`config.mk`:
```
export PLATFORM = sky130hd
export DESIGN_NAME = qam_spi_ctrl
export DESIGN_NICKNAME = d
export VERILOG_FILES = /design/src/rtl/qam_spi_ctrl.sv
export SDC_FILE = /design/constraint.sdc
export NUM_CORES = 1
export LEC_CHECK = 0
export CAP_MARGIN = 15
export CORE_MARGIN = 8
export CORE_UTILIZATION = 45
export CTS_CLUSTER_DIAMETER = 40
export DETAILED_ROUTE_END_ITERATION = 10
export GPL_TIMING_DRIVEN = 0
export PLACE_DENSITY = 0.74
export SYNTH_ARGS = -nofsm -noshare
export SYNTH_HDL_FRONTEND = slang
export SYNTH_SLANG_ARGS = --single-unit
```
`constraint.sdc`:
```
create_clock -name SCLK -period 7.1 [get_ports SCLK]
set_input_delay 1.42 -clock SCLK [delete_from_list [all_inputs] [get_ports SCLK]]
set_output_delay 1.42 -clock SCLK [all_outputs]
set_load 0.02 [all_outputs]
```
`src/rtl/qam_spi_ctrl.sv`:
```
// SPI-slave register interface for the 64-QAM modulator: decodes 16-bit frames,
// holds enable/gain/divider/status registers and times the soft-reset pulse.
module qam_spi_ctrl #(
  parameter int          SOFT_RST_CYCLES = 4,
  parameter logic [7:0]  ID_VALUE        = 8'hA6
) (
  input  logic       SCLK,
  input  logic       rst_n,
  input  logic       cs_n,
  input  logic       mosi,
  output logic       miso,
  input  logic       err_in,
  output logic       mod_en,
  output logic       soft_rst_n,
  output logic [5:0] gain,
  output logic [7:0] sym_div,
  output logic       frame_done
);

  typedef enum logic [1:0] {IDLE, ADDR, DATA, DONE} state_t;

  localparam logic [7:0] SRST_LOAD = 8'(SOFT_RST_CYCLES);

  state_t     state_reg, state_next;
  logic [3:0] bit_cnt_reg, bit_cnt_next;
  logic       rw_reg, rw_next;
  logic [6:0] addr_reg, addr_next;
  logic [6:0] data_reg, data_next;
  logic [7:0] rd_sr_reg, rd_sr_next;
  logic       miso_reg, miso_next;
  logic       frame_done_reg, frame_done_next;
  logic       mod_en_reg, mod_en_next;
  logic [5:0] gain_reg, gain_next;
  logic [7:0] sym_div_reg, sym_div_next;
  logic [1:0] status_reg, status_next;
  logic [7:0] srst_cnt_reg, srst_cnt_next;
  logic       soft_rst_n_reg, soft_rst_n_next;

  logic [6:0] addr_full;
  logic [7:0] wr_data;
  logic [7:0] rd_mux;
  logic       commit;
  logic       abort;
  logic [1:0] w1c;
  logic       srst_active;

  // Address/data words including the bit being sampled on this edge.
  assign addr_full   = {addr_reg[5:0], mosi};
  assign wr_data     = {data_reg, mosi};
  assign srst_active = (srst_cnt_reg != 8'd0);

  always_comb begin
    rd_mux = 8'h00;
    case (addr_full)
      7'h00:   rd_mux = {7'b0, mod_en_reg};
      7'h01:   rd_mux = {2'b0, gain_reg};
      7'h02:   rd_mux = sym_div_reg;
      7'h03:   rd_mux = {6'b0, status_reg};
      7'h7F:   rd_mux = ID_VALUE;
      default: rd_mux = 8'h00;
    endcase
  end

  always_comb begin
    state_next      = state_reg;
    bit_cnt_next    = bit_cnt_reg;
    rw_next         = rw_reg;
    addr_next       = addr_reg;
    data_next       = data_reg;
    rd_sr_next      = rd_sr_reg;
    miso_next       = miso_reg;
    frame_done_next = 1'b0;
    commit          = 1'b0;
    abort           = 1'b0;

    case (state_reg)
      IDLE: begin
        if (!cs_n) begin
          rw_next      = mosi;
          bit_cnt_next = 4'd1;
          state_next   = ADDR;
        end
      end
      ADDR: begin
        if (cs_n) begin
          abort      = 1'b1;
          miso_next  = 1'b0;
          state_next = IDLE;
        end else begin
          addr_next    = addr_full;
          bit_cnt_next = bit_cnt_reg + 4'd1;
          if (bit_cnt_reg == 4'd7) begin
            // Snapshot of the addressed register; later updates stay out of this frame.
            miso_next  = rd_mux[7];
            rd_sr_next = {rd_mux[6:0], 1'b0};
            state_next = DATA;
          end
        end
      end
      DATA: begin
        if (cs_n) begin
          abort      = 1'b1;
          miso_next  = 1'b0;
          state_next = IDLE;
        end else begin
          data_next    = wr_data[6:0];
          miso_next    = rd_sr_reg[7];
          rd_sr_next   = {rd_sr_reg[6:0], 1'b0};
          bit_cnt_next = bit_cnt_reg + 4'd1;
          if (bit_cnt_reg == 4'd15) begin
            commit          = rw_reg;
            frame_done_next = 1'b1;
            miso_next       = 1'b0;
            state_next      = DONE;
          end
        end
      end
      DONE: begin
        if (cs_n) state_next = IDLE;
      end
      default: state_next = IDLE;
    endcase
  end

  always_comb begin
    mod_en_next   = mod_en_reg;
    gain_next     = gain_reg;
    sym_div_next  = sym_div_reg;
    w1c           = 2'b00;
    srst_cnt_next = srst_active ? srst_cnt_reg - 8'd1 : 8'd0;

    if (commit) begin
      case (addr_reg)
        7'h00: begin
          if (!srst_active) begin
            if (wr_data[1]) begin
              mod_en_next   = 1'b0;
              srst_cnt_next = SRST_LOAD;
            end else begin
              mod_en_next = wr_data[0];
            end
          end
        end
        7'h01:   gain_next    = wr_data[5:0];
        7'h02:   sym_div_next = (wr_data == 8'd0) ? 8'd1 : wr_data;
        7'h03:   w1c          = wr_data[1:0];
        default: ;
      endcase
    end

    // Sticky sets win over a same-cycle write-1-to-clear.
    status_next     = (status_reg & ~w1c) | {abort, err_in};
    soft_rst_n_next = (srst_cnt_next == 8'd0);
  end

  always_ff @(posedge SCLK or negedge rst_n) begin
    if (!rst_n) begin
      state_reg      <= IDLE;
      bit_cnt_reg    <= 4'd0;
      rw_reg         <= 1'b0;
      addr_reg       <= 7'd0;
      data_reg       <= 7'd0;
      rd_sr_reg      <= 8'd0;
      miso_reg       <= 1'b0;
      frame_done_reg <= 1'b0;
      mod_en_reg     <= 1'b0;
      gain_reg       <= 6'd32;
      sym_div_reg    <= 8'd8;
      status_reg     <= 2'b00;
      srst_cnt_reg   <= 8'd0;
      soft_rst_n_reg <= 1'b1;
    end else begin
      state_reg      <= state_next;
      bit_cnt_reg    <= bit_cnt_next;
      rw_reg         <= rw_next;
      addr_reg       <= addr_next;
      data_reg       <= data_next;
      rd_sr_reg      <= rd_sr_next;
      miso_reg       <= miso_next;
      frame_done_reg <= frame_done_next;
      mod_en_reg     <= mod_en_next;
      gain_reg       <= gain_next;
      sym_div_reg    <= sym_div_next;
      status_reg     <= status_next;
      srst_cnt_reg   <= srst_cnt_next;
      soft_rst_n_reg <= soft_rst_n_next;
    end
  end

  assign miso       = miso_reg;
  assign frame_done = frame_done_reg;
  assign mod_en     = mod_en_reg;
  assign gain       = gain_reg;
  assign sym_div    = sym_div_reg;
  assign soft_rst_n = soft_rst_n_reg;

endmodule

```
==> results of run 1 <==
-- cell type report --
cell class | instances | area (µm²) | area share, %
inverter | 10 | 37.5 | 1.18
tap | 75 | 93.8 | 2.94
clock buffer | 5 | 68.8 | 2.16
clock inverter | 3 | 42.5 | 1.33
buffer | 8 | 45.0 | 1.41
sequential | 56 | 1410 | 44.1
timing repair buffer | 22 | 225 | 7.07
multi-input combinational | 167 | 1270 | 39.8
-- through the flow --
step,cells,setup slack [ps],total power (W)
final,346,4150,0.00108
after detailed placement,338,3820,0.000883
after floorplan,241,4040,0.000784
after global routing,346,4010,0.00118
after global placement,337,2860,0.000866
after CTS,346,4160,0.00109
-- kinds of logic after synthesis --
group	count (synthesis)	synth area share, %
multiplexers	38	15.7
adder cells (fa/ha/maj)	7	3.18
XOR/XNOR	4	1.27
AO/OA/AOI/OAI	46	11.0
buffers and inverters	18	3.00
AND/OR/NAND/NOR	72	14.9
flip-flops	56	51.0
-- power by group --
part,internal (W),switching [W]
combinational,0.000174,0.000203
clock,0.000104,0.000104
sequential,0.000411,0.0000887
total,0.000689,0.000395
-- placed cells by master (no fill, tap or decap), drive strengths merged, types with 3 or more instances in the layout --
cell type	count
xnor2	3
nand2b	8
nor2	16
dfrtp	53
inv	10
nor4	4
mux2	32
mux2i	5
nor2b	4
clkdlybuf4s50	20
a22o	9
buf	4
nand2	13
o21ai	14
nor3	6
nand3	9
dfstp	3
clkbuf	11
a21oi	10
ha	7
-- metal layers --
| metal | vias up | wire (µm) | track usage [%] |
|---|---|---|---|
| met5 | - | 0 | 0 |
| met4 | 0 | 87 | 7.00 |
| met3 | 6 | 244 | 4.24 |
| met2 | 32 | 2590 | 22.4 |
| met1 | 917 | 2590 | 17.0 |
| li1 | 932 | - | - |
-- final timing paths --
check,to,cells past startpoint
max,sym_div[4]$_DFFE_PN0P_,6
min,soft_rst_n$_DFF_PN1_,1
max reg2reg,sym_div[4]$_DFFE_PN0P_,7
min reg2reg,soft_rst_n$_DFF_PN1_,1
max in group asynchronous,gain[5]$_DFFE_PN1P_,2
min in group asynchronous,data_reg[2]$_DFFE_PN0P_,1
==> flow_summary.toml, run 1 <==
[drt]
vias = 1887
drtIter0Drc = 89
antenna_left = 0
wl_per_cell_um = 15.9
dr.pass1.iters = 4
vias_per_cell = 5.45
drc = 0
routed_wl_um = 5510

[sta]
hold_viol = 0
fin_crit_ps = 2950
slew_headroom_pct = 57.2
rsz0062_at_grt = "no"
max_freq_mhz = 339
maxSlewViolCount = 0
setup_violations = 0
fin_setup_tns_ps = 0
min_period_over_period_pct = 41.5
whs_ps = 453
max_slew.worst_pin.slew_ps = 637
finClkSkew_ps = 4.73

[outcome]
status = "complete, no violations"

[critical_path]
critPathLaunchType = "input port"
path_max_fanout = 9
path_cells = "buf_6 > nand2b_4 > buf_6 > or3_4 > nor4_4 > mux2_2"
cp_num_buf_inv = 2
cp-end-kind = "register"
crit_arrival_ps = 3150
cp-startpoint = "cs_n"
r2r_setup_slack_ps = 4510
criticalPathCategory = "in -> reg"
cp.required_ps = 7300
crit_slowest_cell = "nor4_4"
r2r_start = "state_reg[0]$_DFFE_PN0P_"
path_common_cell = "buf_6"
max_stage_delay_ps = 560
critical-path-top-delay-family = "simple AND/OR/NAND/NOR gates"

[synth]
synth-edff-count = 0
yosysWarnings = 0
synthMostInstantiatedCell = "dfrtp_1"
ys_types = 44
ys_seq_elements = 56
synthCells = 241
synth_top_cell_by_area = "dfrtp_1"
synth_top_area_share_pct = 48.1
netlist_top_cells_count = "53 x dfrtp_1, 32 x mux2_2, 15 x nor2_1"
synth_nets = 253
synth_area_per_cell_um2 = 11.4
synth_ff_type = "dfrtp_1"
ys_seq_area_share_pct = 51.0
synth.cell_area_um2 = 2760
synthArstFlopShare_pct = 100
synth_area_leaders = "dfrtp_1 48%, mux2_2 13%, ha_1 3.2%"

[die]
die_area_um2 = 8890
io_pins = 23
die_height_um = 94.3
start_util_pct = 46.6
coreArea_um2 = 5920
die_w_um = 94.3
rows = 28

[layout]
antenna_cells = 0
fillers = 522
synthToLayoutAreaGrowth_pct = 15.6
fin_area_um2 = 3190
fin_nets = 282
final_core_util_pct = 53.8
layout-drive-gt1-share_pct = 20.7

[clock_tree]
post_cts_buffers = 0
cts_tree = "done"
path_clk_slew_ps = 100
cts-htree-levels = 2
worstSkewPairLatency_ps = 310
cts_root_buf = "clkbuf_8"
cts_buffer_depth = 2
cts_hold_buf = 0
cts_buffers = 5
cts.sink_count = 56
post_cts_resize_count = 0

[min_path]
hold_class = "reg -> reg"
hp-start = "srst_cnt_reg[7]$_DFF_PN0_"

[global_route]
grt_overflow = 0
antenna_found_initial = 0
grt_pass1_vias = 2045
grt_max_degree = 41
grt_use_total_pct = 14.1
grt_pass1_wl_um = 9920

[flow_run]
maxCapViolations = 0

[place]
gp_congestion = 0.819
placed_cell_area_um2 = 3080
numPortBuffers = 21
hpwlAfterDp_um = 3970

[pwr]
peakVddDrop_v = 0.000160
power_density_nw_per_um2 = 340
cellLeakagePower_nw = 1.40
Power figures use the tool's default switching activity.
==> run 2, diff against run 1 <==
PLACE_DENSITY = 0.77   (was 0.74)
clock period = 2.7 ns   (was 7.1 ns; I/O delays follow)
==> run 2 against run 1 <==
Power rose to 2.6 times the previous value. Critical endpoint is now sym_div[1]$_DFFE_PN0P_. Sequential cell count is the same. Cell area is 0.43% lower. First-iteration DRC count increased by 4.5%.
==> flow_summary.toml, run 2 (synthesis gave the netlist of run 1 again) <==
[outcome]
status = "complete, no violations"

[critical_path]
critPathLaunchType = "register"
r2r_setup_slack_ps = 170
criticalPathCategory = "reg -> reg"
worstRegToRegCells = 7
crit_arrival_ps = 2750
reg2reg_to = "sym_div[1]$_DFFE_PN0P_"
cp-startpoint = "state_reg[0]$_DFFE_PN0P_"
cp-end-kind = "register"
r2r_start = "state_reg[0]$_DFFE_PN0P_"
cp.required_ps = 2910
path_max_fanout = 8

[flow_run]
maxCapViolations = 0

[pwr]
pwr-share-clk_pct = 17.7
cellLeakagePower_nw = 1.40
power_density_nw_per_um2 = 887
peakVddDrop_v = 0.000567
combPwrFrac_pct = 35.6
swShare_pct = 38.4
p_seq_share_pct = 46.6
power_switching_w = 0.00108
p_int_w = 0.00173

[die]
rows = 28
die_height_um = 94.3
die_area_um2 = 8890
coreArea_um2 = 5920
start_util_pct = 46.6
io_pins = 23
die_w_um = 94.3

[sta]
max_freq_mhz = 395
finClkSkew_ps = 11.4
setup_violations = 0
setup_ws_ps = 167
min_period_over_period_pct = 93.8
maxSlewViolCount = 0
hold_viol = 0
fin_crit_ps = 2530
max_slew.worst_pin.slew_ps = 637
fin_setup_tns_ps = 0
whs_ps = 185
rsz0062_at_grt = "no"
slew_headroom_pct = 57.6

[place]
hpwlAfterDp_um = 4000
placed_cell_area_um2 = 3080
dpl.cell_count = 338
numPortBuffers = 21
gp_congestion = 0.792
pre_cts_ws_ps = 155

[clock_tree]
cts-htree-levels = 2
cts.sink_count = 56
cts_tree = "done"
cts_buffers = 5
path_clk_slew_ps = 110
post_cts_resize_count = 0
cts_root_buf = "clkbuf_8"
worstSkewPairLatency_ps = 320
cts_buffer_depth = 2
cts_hold_buf = 0
post_cts_buffers = 0

[drt]
wl_per_cell_um = 15.9
vias = 1924
routed_wl_um = 5510
dr.pass1.iters = 4
vias_per_cell = 5.56
antenna_left = 0
drc = 0
drtIter0Drc = 93

[layout]
fin_area_um2 = 3170
fin_nets = 282
antenna_cells = 0
mostFrequentLayoutCells = "53 x dfrtp_1, 32 x mux2_2, 20 x clkdlybuf4s50_1"
stdcell_count = 346
synthToLayoutAreaGrowth_pct = 15.1
layout_commonest_cell = "dfrtp_1"
layout-drive-gt1-share_pct = 20.7

[min_path]
hold_class = "in -> async"

[global_route]
antenna_found_initial = 0
grt_max_degree = 36
grt_use_total_pct = 13.4
grt_pass1_vias = 1987
grt_pass1_wl_um = 9550
grt_overflow = 0
## run 2: cell types whose count changed in the layout (fill, tap and decap cells not counted)
cell	change
clkinvlp_4	-1
bufinv_16	-1
inv_8	+1
inv_6	+2
clkinv_2	-1
## run 2: per-layer routing
metal	up-vias	wire [µm]	global-route usage (%)	part of all wire, %
met4	0	97	5.42	1.8
met2	32	2490	20.0	45
li1	929	-	-	-
met5	-	0	0	0
met3	8	205	3.52	3.7
met1	955	2720	17.9	49
## run 2: per-stage QoR
| stage | util (%) | power [W] |
|---|---|---|
| after floorplan | - | 0.00206 |
| after global placement | 51.7 | 0.00227 |
| after detailed placement | 51.9 | 0.00233 |
| after CTS | 53.6 | 0.00283 |
| after global routing | 53.6 | 0.00303 |
| final | 53.6 | 0.00281 |
## run 2: power groups by stage
stage          Sequential (W)  Clock [W]  Combinational [W]
2_1_floorplan         0.00127          0           0.000792
5_1_grt               0.00136   0.000543            0.00113
4_1_cts               0.00131   0.000511            0.00100
3_5_place_dp          0.00132          0            0.00100
6_report              0.00131   0.000499            0.00100
3_3_place_gp          0.00131          0           0.000956
## run 2: how the worst max path moves through the flow
stage                                     endpoint  depth (start not counted)
after global placement    state_reg[1]$_DFFE_PN0P_                          1
final                       sym_div[1]$_DFFE_PN0P_                          7
after floorplan             sym_div[1]$_DFFE_PN0P_                          7
after CTS                   sym_div[1]$_DFFE_PN0P_                          7
after detailed placement    sym_div[1]$_DFFE_PN0P_                          7
after global routing        sym_div[1]$_DFFE_PN0P_                          7
## run 2: worst max-delay path, stage by stage, from the launching register on
cell	delay (ps)
dfrtp_1	420
inv_1	130
ha_1	380
nand2b_4	70
buf_6	140
or3_4	360
nor4_4	540
mux2_2	400
## run 2: area by class of cell
type,count,area [µm²]
inverters,10,37.5
clock inverters,3,28.8
repair buffers,22,225
fillers,512,2750
clock buffers,5,68.8
multi-input cells,167,1270
plain buffers,8,45.0
well taps,75,93.8
flip-flops and latches,56,1410
